<file path="config.mk">
export PLATFORM = sky130hd
export DESIGN_NAME = cpu_wb
export DESIGN_NICKNAME = d
export VERILOG_FILES = /design/src/rtl/cpu_wb.sv
export SDC_FILE = /design/constraint.sdc
export NUM_CORES = 1
export LEC_CHECK = 0
export CAP_MARGIN = 20
export CORE_UTILIZATION = 45
export DETAILED_ROUTE_END_ITERATION = 10
export GPL_TIMING_DRIVEN = 0
export PLACE_DENSITY_LB_ADDON = 0.15
export SLEW_MARGIN = 20
export SYNTH_ARGS = -nofsm -noshare
export SYNTH_HDL_FRONTEND = slang
export SYNTH_SLANG_ARGS = --single-unit
</file>
<file path="constraint.sdc">
create_clock -name clk_in -period 3.84 [get_ports clk_in]
set_input_delay 0.768 -clock clk_in [delete_from_list [all_inputs] [get_ports clk_in]]
set_output_delay 0.768 -clock clk_in [all_outputs]
set_load 0.05 [all_outputs]
</file>
<file path="src/rtl/cpu_wb.sv">
// rtl/cpu_wb.sv - writeback stage merging ALU results with in-order load returns
module cpu_wb #(
    parameter int LDQ_DEPTH = 2
) (
    input  logic        clk_in,
    input  logic        rst_n,
    input  logic        ex_we_i,
    input  logic [4:0]  ex_rd_i,
    input  logic [31:0] ex_data_i,
    input  logic        ld_issue_i,
    input  logic [4:0]  ld_rd_i,
    input  logic [2:0]  ld_funct3_i,
    input  logic [1:0]  ld_addr_lo_i,
    output logic        ld_issue_ready_o,
    input  logic        mem_rvalid_i,
    input  logic [31:0] mem_rdata_i,
    output logic        mem_rready_o,
    output logic        we_o,
    output logic [4:0]  waddr_o,
    output logic [31:0] wdata_o,
    output logic [31:0] busy_o
);

    localparam int PW = (LDQ_DEPTH > 1) ? $clog2(LDQ_DEPTH) : 1;
    localparam logic [PW:0] DEPTH_CNT = (PW+1)'(LDQ_DEPTH);

    logic [4:0]    q_rd [LDQ_DEPTH];
    logic [2:0]    q_f3 [LDQ_DEPTH];
    logic [1:0]    q_lo [LDQ_DEPTH];
    logic [PW-1:0] wr_ptr, rd_ptr;
    logic [PW:0]   count;
    logic          full, empty, push, pop;

    logic          buf_valid, buf_kill;
    logic [4:0]    buf_rd;
    logic [31:0]   buf_data;
    logic          buf_valid_n, buf_kill_n;
    logic [4:0]    buf_rd_n;
    logic [31:0]   buf_data_n;

    logic          alu_own, kill_now, buf_killed, commit;
    logic [31:0]   busy, busy_n, pend_next;
    logic [LDQ_DEPTH-1:0] ent_valid;

    function automatic logic [31:0] fmt_load(input logic [31:0] w,
                                             input logic [2:0]  f3,
                                             input logic [1:0]  lo);
        logic [7:0]  b;
        logic [15:0] h;
        b = w[8*lo +: 8];
        h = lo[1] ? w[31:16] : w[15:0];
        case (f3)
            3'b000:  fmt_load = {{24{b[7]}}, b};
            3'b001:  fmt_load = {{16{h[15]}}, h};
            3'b100:  fmt_load = {24'd0, b};
            3'b101:  fmt_load = {16'd0, h};
            default: fmt_load = w;
        endcase
    endfunction

    assign full             = (count == DEPTH_CNT);
    assign empty            = (count == '0);
    assign ld_issue_ready_o = !full;
    assign push             = ld_issue_i & !full;

    assign alu_own    = ex_we_i & (ex_rd_i != 5'd0);
    assign kill_now   = buf_valid & alu_own & (ex_rd_i == buf_rd);
    assign buf_killed = buf_kill | kill_now;
    assign commit     = buf_valid & !buf_killed & !alu_own;

    assign mem_rready_o = !empty & (!buf_valid | commit | buf_killed);
    assign pop          = mem_rvalid_i & mem_rready_o;

    always_comb begin
        we_o    = 1'b0;
        waddr_o = 5'd0;
        wdata_o = 32'd0;
        if (alu_own) begin
            we_o    = 1'b1;
            waddr_o = ex_rd_i;
            wdata_o = ex_data_i;
        end else if (commit) begin
            we_o    = 1'b1;
            waddr_o = buf_rd;
            wdata_o = buf_data;
        end
    end

    // A freshly popped response always replaces whatever the buffer held,
    // since the handshake only fires once the old entry is leaving.
    always_comb begin
        buf_valid_n = buf_valid & !(commit | buf_killed);
        buf_kill_n  = buf_kill;
        buf_rd_n    = buf_rd;
        buf_data_n  = buf_data;
        if (pop) begin
            buf_valid_n = 1'b1;
            buf_kill_n  = (q_rd[rd_ptr] == 5'd0);
            buf_rd_n    = q_rd[rd_ptr];
            buf_data_n  = fmt_load(mem_rdata_i, q_f3[rd_ptr], q_lo[rd_ptr]);
        end
    end

    always_comb begin
        for (int i = 0; i < LDQ_DEPTH; i++) begin
            logic [PW-1:0] off;
            off          = PW'(i) - rd_ptr;
            ent_valid[i] = ({1'b0, off} < count);
        end
    end

    // Busy stays set only while some surviving queue entry or live buffer
    // still targets the register; a same-cycle issue always sets it.
    always_comb begin
        pend_next = 32'd0;
        busy_n    = 32'd0;
        for (int r = 1; r < 32; r++) begin
            for (int i = 0; i < LDQ_DEPTH; i++) begin
                if (ent_valid[i] && !(pop && PW'(i) == rd_ptr) && q_rd[i] == 5'(r))
                    pend_next[r] = 1'b1;
            end
            if (buf_valid_n && !buf_kill_n && buf_rd_n == 5'(r))
                pend_next[r] = 1'b1;
            busy_n[r] = (push && ld_rd_i == 5'(r)) || (busy[r] && pend_next[r]);
        end
    end

    assign busy_o = {busy[31:1], 1'b0};

    always_ff @(posedge clk_in or negedge rst_n) begin
        if (!rst_n) begin
            wr_ptr <= '0;
            rd_ptr <= '0;
            count  <= '0;
            for (int i = 0; i < LDQ_DEPTH; i++) begin
                q_rd[i] <= 5'd0;
                q_f3[i] <= 3'd0;
                q_lo[i] <= 2'd0;
            end
        end else begin
            if (push) begin
                q_rd[wr_ptr] <= ld_rd_i;
                q_f3[wr_ptr] <= ld_funct3_i;
                q_lo[wr_ptr] <= ld_addr_lo_i;
                wr_ptr       <= wr_ptr + 1'b1;
            end
            if (pop)
                rd_ptr <= rd_ptr + 1'b1;
            case ({push, pop})
                2'b10:   count <= count + 1'b1;
                2'b01:   count <= count - 1'b1;
                default: count <= count;
            endcase
        end
    end

    always_ff @(posedge clk_in or negedge rst_n) begin
        if (!rst_n) begin
            buf_valid <= 1'b0;
            buf_kill  <= 1'b0;
            buf_rd    <= 5'd0;
            buf_data  <= 32'd0;
            busy      <= 32'd0;
        end else begin
            buf_valid <= buf_valid_n;
            buf_kill  <= buf_kill_n;
            buf_rd    <= buf_rd_n;
            buf_data  <= buf_data_n;
            busy      <= busy_n;
        end
    end

endmodule
</file>
==> flow_summary_export.csv <==
group,metric,value,unit
run_status,outcome,"finished, final reports clean",
sta,slew_headroom,30.29,%
run,drv_cap,0,
sta,hold_viol,0,
cts,cts.htree.levels,3,
cts,cts-root-buf,"clkbuf_16",
power_and_ir_drop,power_density,729.4,mW/mm²
cells_and_area,diodes,0,
yosys,synth_nets,855,
cts,clk_pin_slew_worst_paths,0.08,ns
cts,cts_tree,"built",
yosys,avgSynthCellArea,8.198,µm²
yosys,synth_common_cells,"nand2_1 (147), nand3_1 (107), dfrtp_1 (94)",
route,ant_nets,0,
setup_path,worstPathRequired,3.07,ns
cts,clock-sinks,94,
setup_path,critical_path_arrival,2.98,ns
floorplan,fp.coreArea,0.01345,mm²
route,firstDrtPassIters,6,
cts,clockBufferDepth,2,
floorplan,rows,42,
yosys,synth-edff-count,0,
yosys,synth_cell_types,60,
placement,dp_cells,1099,
power_and_ir_drop,total_power,6.153,mW
yosys,yosysTopAreaCell,"dfrtp_1",
setup_path,path_class,"in -> out",
route,vias_per_cell,6.074,
cts,worstSkewPairLatency,0.36,ns
global_routing,grt_pass1_vias,6292,
global_routing,grt_max_degree,81,
yosys,ys_seq_area_share,37.26,%
floorplan,initial_utilization,46.92,%
setup_path,rr_endpoint,"busy[17]$_DFF_PN0_",
yosys,ys.warnings.count,0,
power_and_ir_drop,irDropWorstVdd,0.5944,mV
cts,ctsHoldBuffers,0,
cells_and_area,fin_nets,1021,
cells_and_area,drive_above_1_share,13.50,%
min_path,hold_path_class,"in -> async",
setup_path,critPathLaunchType,"primary input",
placement,portBuffers,152,
floorplan,fp.dieArea,0.01450,mm²
route,route.detailed.drc,0,
global_routing,overflow,0,
sta,worstMarginPinSlew,1.036,ns
yosys,yosys.area.top_type_share,37.26,%
yosys,ys_seq_elements,94,
global_routing,grt_pass1_wl,36050,µm
floorplan,fp.dieH,120.4,µm
setup_path,reg2reg_slack,0.98,ns
global_routing,antenna_found_initial,0,
route,routed_wl,23410,µm
setup_path,crit_fanout,10,
setup_path,r2r_cells,6,
sta,rsz0062_at_grt,"yes",
cells_and_area,stdcell_count,1117,
sta,min_period_over_period,97.61,%
sta,final.setup_skew,0.007579,ns
yosys,netlist_instances,770,
floorplan,io_pins,156,
cells_and_area,syn_to_final_growth,33.64,%
route,vias,6785,
yosys,synth.area.top_cells,"dfrtp_1 (37%), nand2_1 (8.7%), nand3_1 (8.5%)",
yosys,post-synth-top-count-cell,"nand2_1",
setup_path,crit_end,"wdata_o[30]",
sta,max_freq,0.2668,GHz
sta,setup_viol,0,
route,wire_per_inst,20.96,µm
route,drtIter0Drc,766,
placement,place.gp.congestion,0.9735,
setup_path,critPathLaunch,"ex_rd_i[1]",
floorplan,die_x,120.4,µm
cells_and_area,fill_cells,1213,
global_routing,grt_usage,33.02,%
cts,numCtsBuffers,9,
setup_path,r2r_start,"count[0]$_DFFE_PN0P_",
setup_path,endpoint_kind,"primary output",
yosys,synth-main-ff-cell,"dfrtp_1",
placement,dpl.hpwl,17550,µm
sta,min_period,3.748,ns
yosys,postSynth.asyncResetShare,100.0,%
yosys,syn-cell-area,0.006312,mm²
sta,drv_slew,0,
power_and_ir_drop,p_leak,3.534,nW
cell families (layout without fill, tap and decap cells):
logic type	Yosys count	in the layout	share of synthesized area [%]
buffers and inverters	59	230	4.341
DFF	94	94	37.26
muxes	45	45	7.928
xor gates and xnor gates	9	9	1.249
adders and majority gates	1	1	0.1982
AOI/OAI and AO/OA	162	162	18.37
other	1	1	0.05941
and+or+nand+nor	399	399	30.58
area by class of cell:
type / count / area, µm² / area share (%)
plain buffers: 54 / 262.8 / 3.115
clock buffers: 9 / 225.2 / 2.670
clock inverters: 7 / 81.33 / 0.9641
inverters: 5 / 18.77 / 0.2225
multi-input cells: 617 / 3697 / 43.83
flip-flops and latches: 94 / 2352 / 27.88
well taps: 176 / 220.2 / 2.610
repair buffers: 155 / 1578 / 18.70
what timing repair did:
action                                  CTS  global route
buffers inserted                          0             2
endpoints found under the setup margin   39            34
pin swaps                                 0             1
resized for setup                       105            21
critical path, stage by stage:
cell and delay (ns):
clkdlybuf4s50_1 0.47, or4_4 0.60, o21a_1 0.19, clkbuf_1 0.22
buf_2 0.25, nand2_1 0.08, nand2_1 0.05, clkdlybuf4s15_2 0.34
metrics by stage:
step	util [%]	setup WS, ns	instance area [µm²]	hold slack, ns	TNS [ns]
after global placement	59.87	-1.504	8054	0.4657	-167.48
after CTS	62.70	0.02412	8434	0.2226	0
after floorplan	-	0.3286	6312	0.4481	0
after detailed placement	60.08	-0.8129	8083	0.4727	-26.61
after global routing	62.70	-0.02682	8436	0.2270	-0.1108
final	62.70	0.09190	8436	0.2243	0
registers in the layout (all words and copies together), names as in the netlist:
name / cells
buf_valid: 1
q_rd: 10
busy: 31
buf_data: 32
buf_rd: 5
rd_ptr: 1
q_f3: 6
q_lo: 4
count: 2
buf_kill: 1
wr_ptr: 1
report_power, final:
part	leakage, nW	internal (mW)	switching, mW
Combinational	2.18	1.18	2.51
Clock	0.149	0.463	0.461
Sequential	1.21	1.31	0.224
cell usage in the layout (no fill, tap or decap), types with 5 or more instances in the layout:
| cell type | n |
|---|---|
| nand2_1 | 147 |
| buf_1 | 5 |
| clkdlybuf4s50_1 | 113 |
| clkdlybuf4s15_2 | 30 |
| clkbuf_16 | 9 |
| o211ai_1 | 13 |
| nor2b_1 | 15 |
| o21ai_0 | 19 |
| buf_2 | 14 |
| nor2_1 | 41 |
| a221oi_1 | 7 |
| mux2_2 | 26 |
| dfrtp_1 | 94 |
| a21oi_1 | 25 |
| o221ai_1 | 18 |
| clkbuf_2 | 5 |
| nor3_1 | 26 |
| nand3_1 | 107 |
| a2bb2oi_1 | 6 |
| mux2i_1 | 17 |
| o21ai_1 | 15 |
| nand2b_1 | 12 |
| xnor2_1 | 9 |
| nand4_1 | 24 |
| clkbuf_1 | 26 |
| buf_4 | 7 |
| a32oi_1 | 8 |
| a31oi_1 | 12 |
| nor3_2 | 6 |
| o22ai_1 | 7 |
how the worst min path moves through the flow:
stage,start,endpoint,slack (ns),cells past startpoint
2_1_floorplan,buf_data[15]$_DFFE_PN0N_,buf_data[15]$_DFFE_PN0N_,0.45,2
4_1_cts,rst_n,buf_data[27]$_DFFE_PN0N_,0.22,1
3_5_place_dp,buf_data[1]$_DFFE_PN0N_,buf_data[1]$_DFFE_PN0N_,0.47,2
3_3_place_gp,buf_data[3]$_DFFE_PN0N_,buf_data[3]$_DFFE_PN0N_,0.47,2
5_1_grt,rst_n,buf_data[30]$_DFFE_PN0N_,0.23,1
6_report,rst_n,buf_data[27]$_DFFE_PN0N_,0.22,1
per-layer routing:
metal / GRT usage, % / vias up / wire length, µm
met3: 10.14 / 37 / 2492
met2: 47.34 / 371 / 9903
met5: 0 / - / 0
met4: 7.253 / 0 / 387
met1: 48.51 / 3203 / 10630
li1: - / 3174 / -
(Power assumes the default switching activity.)
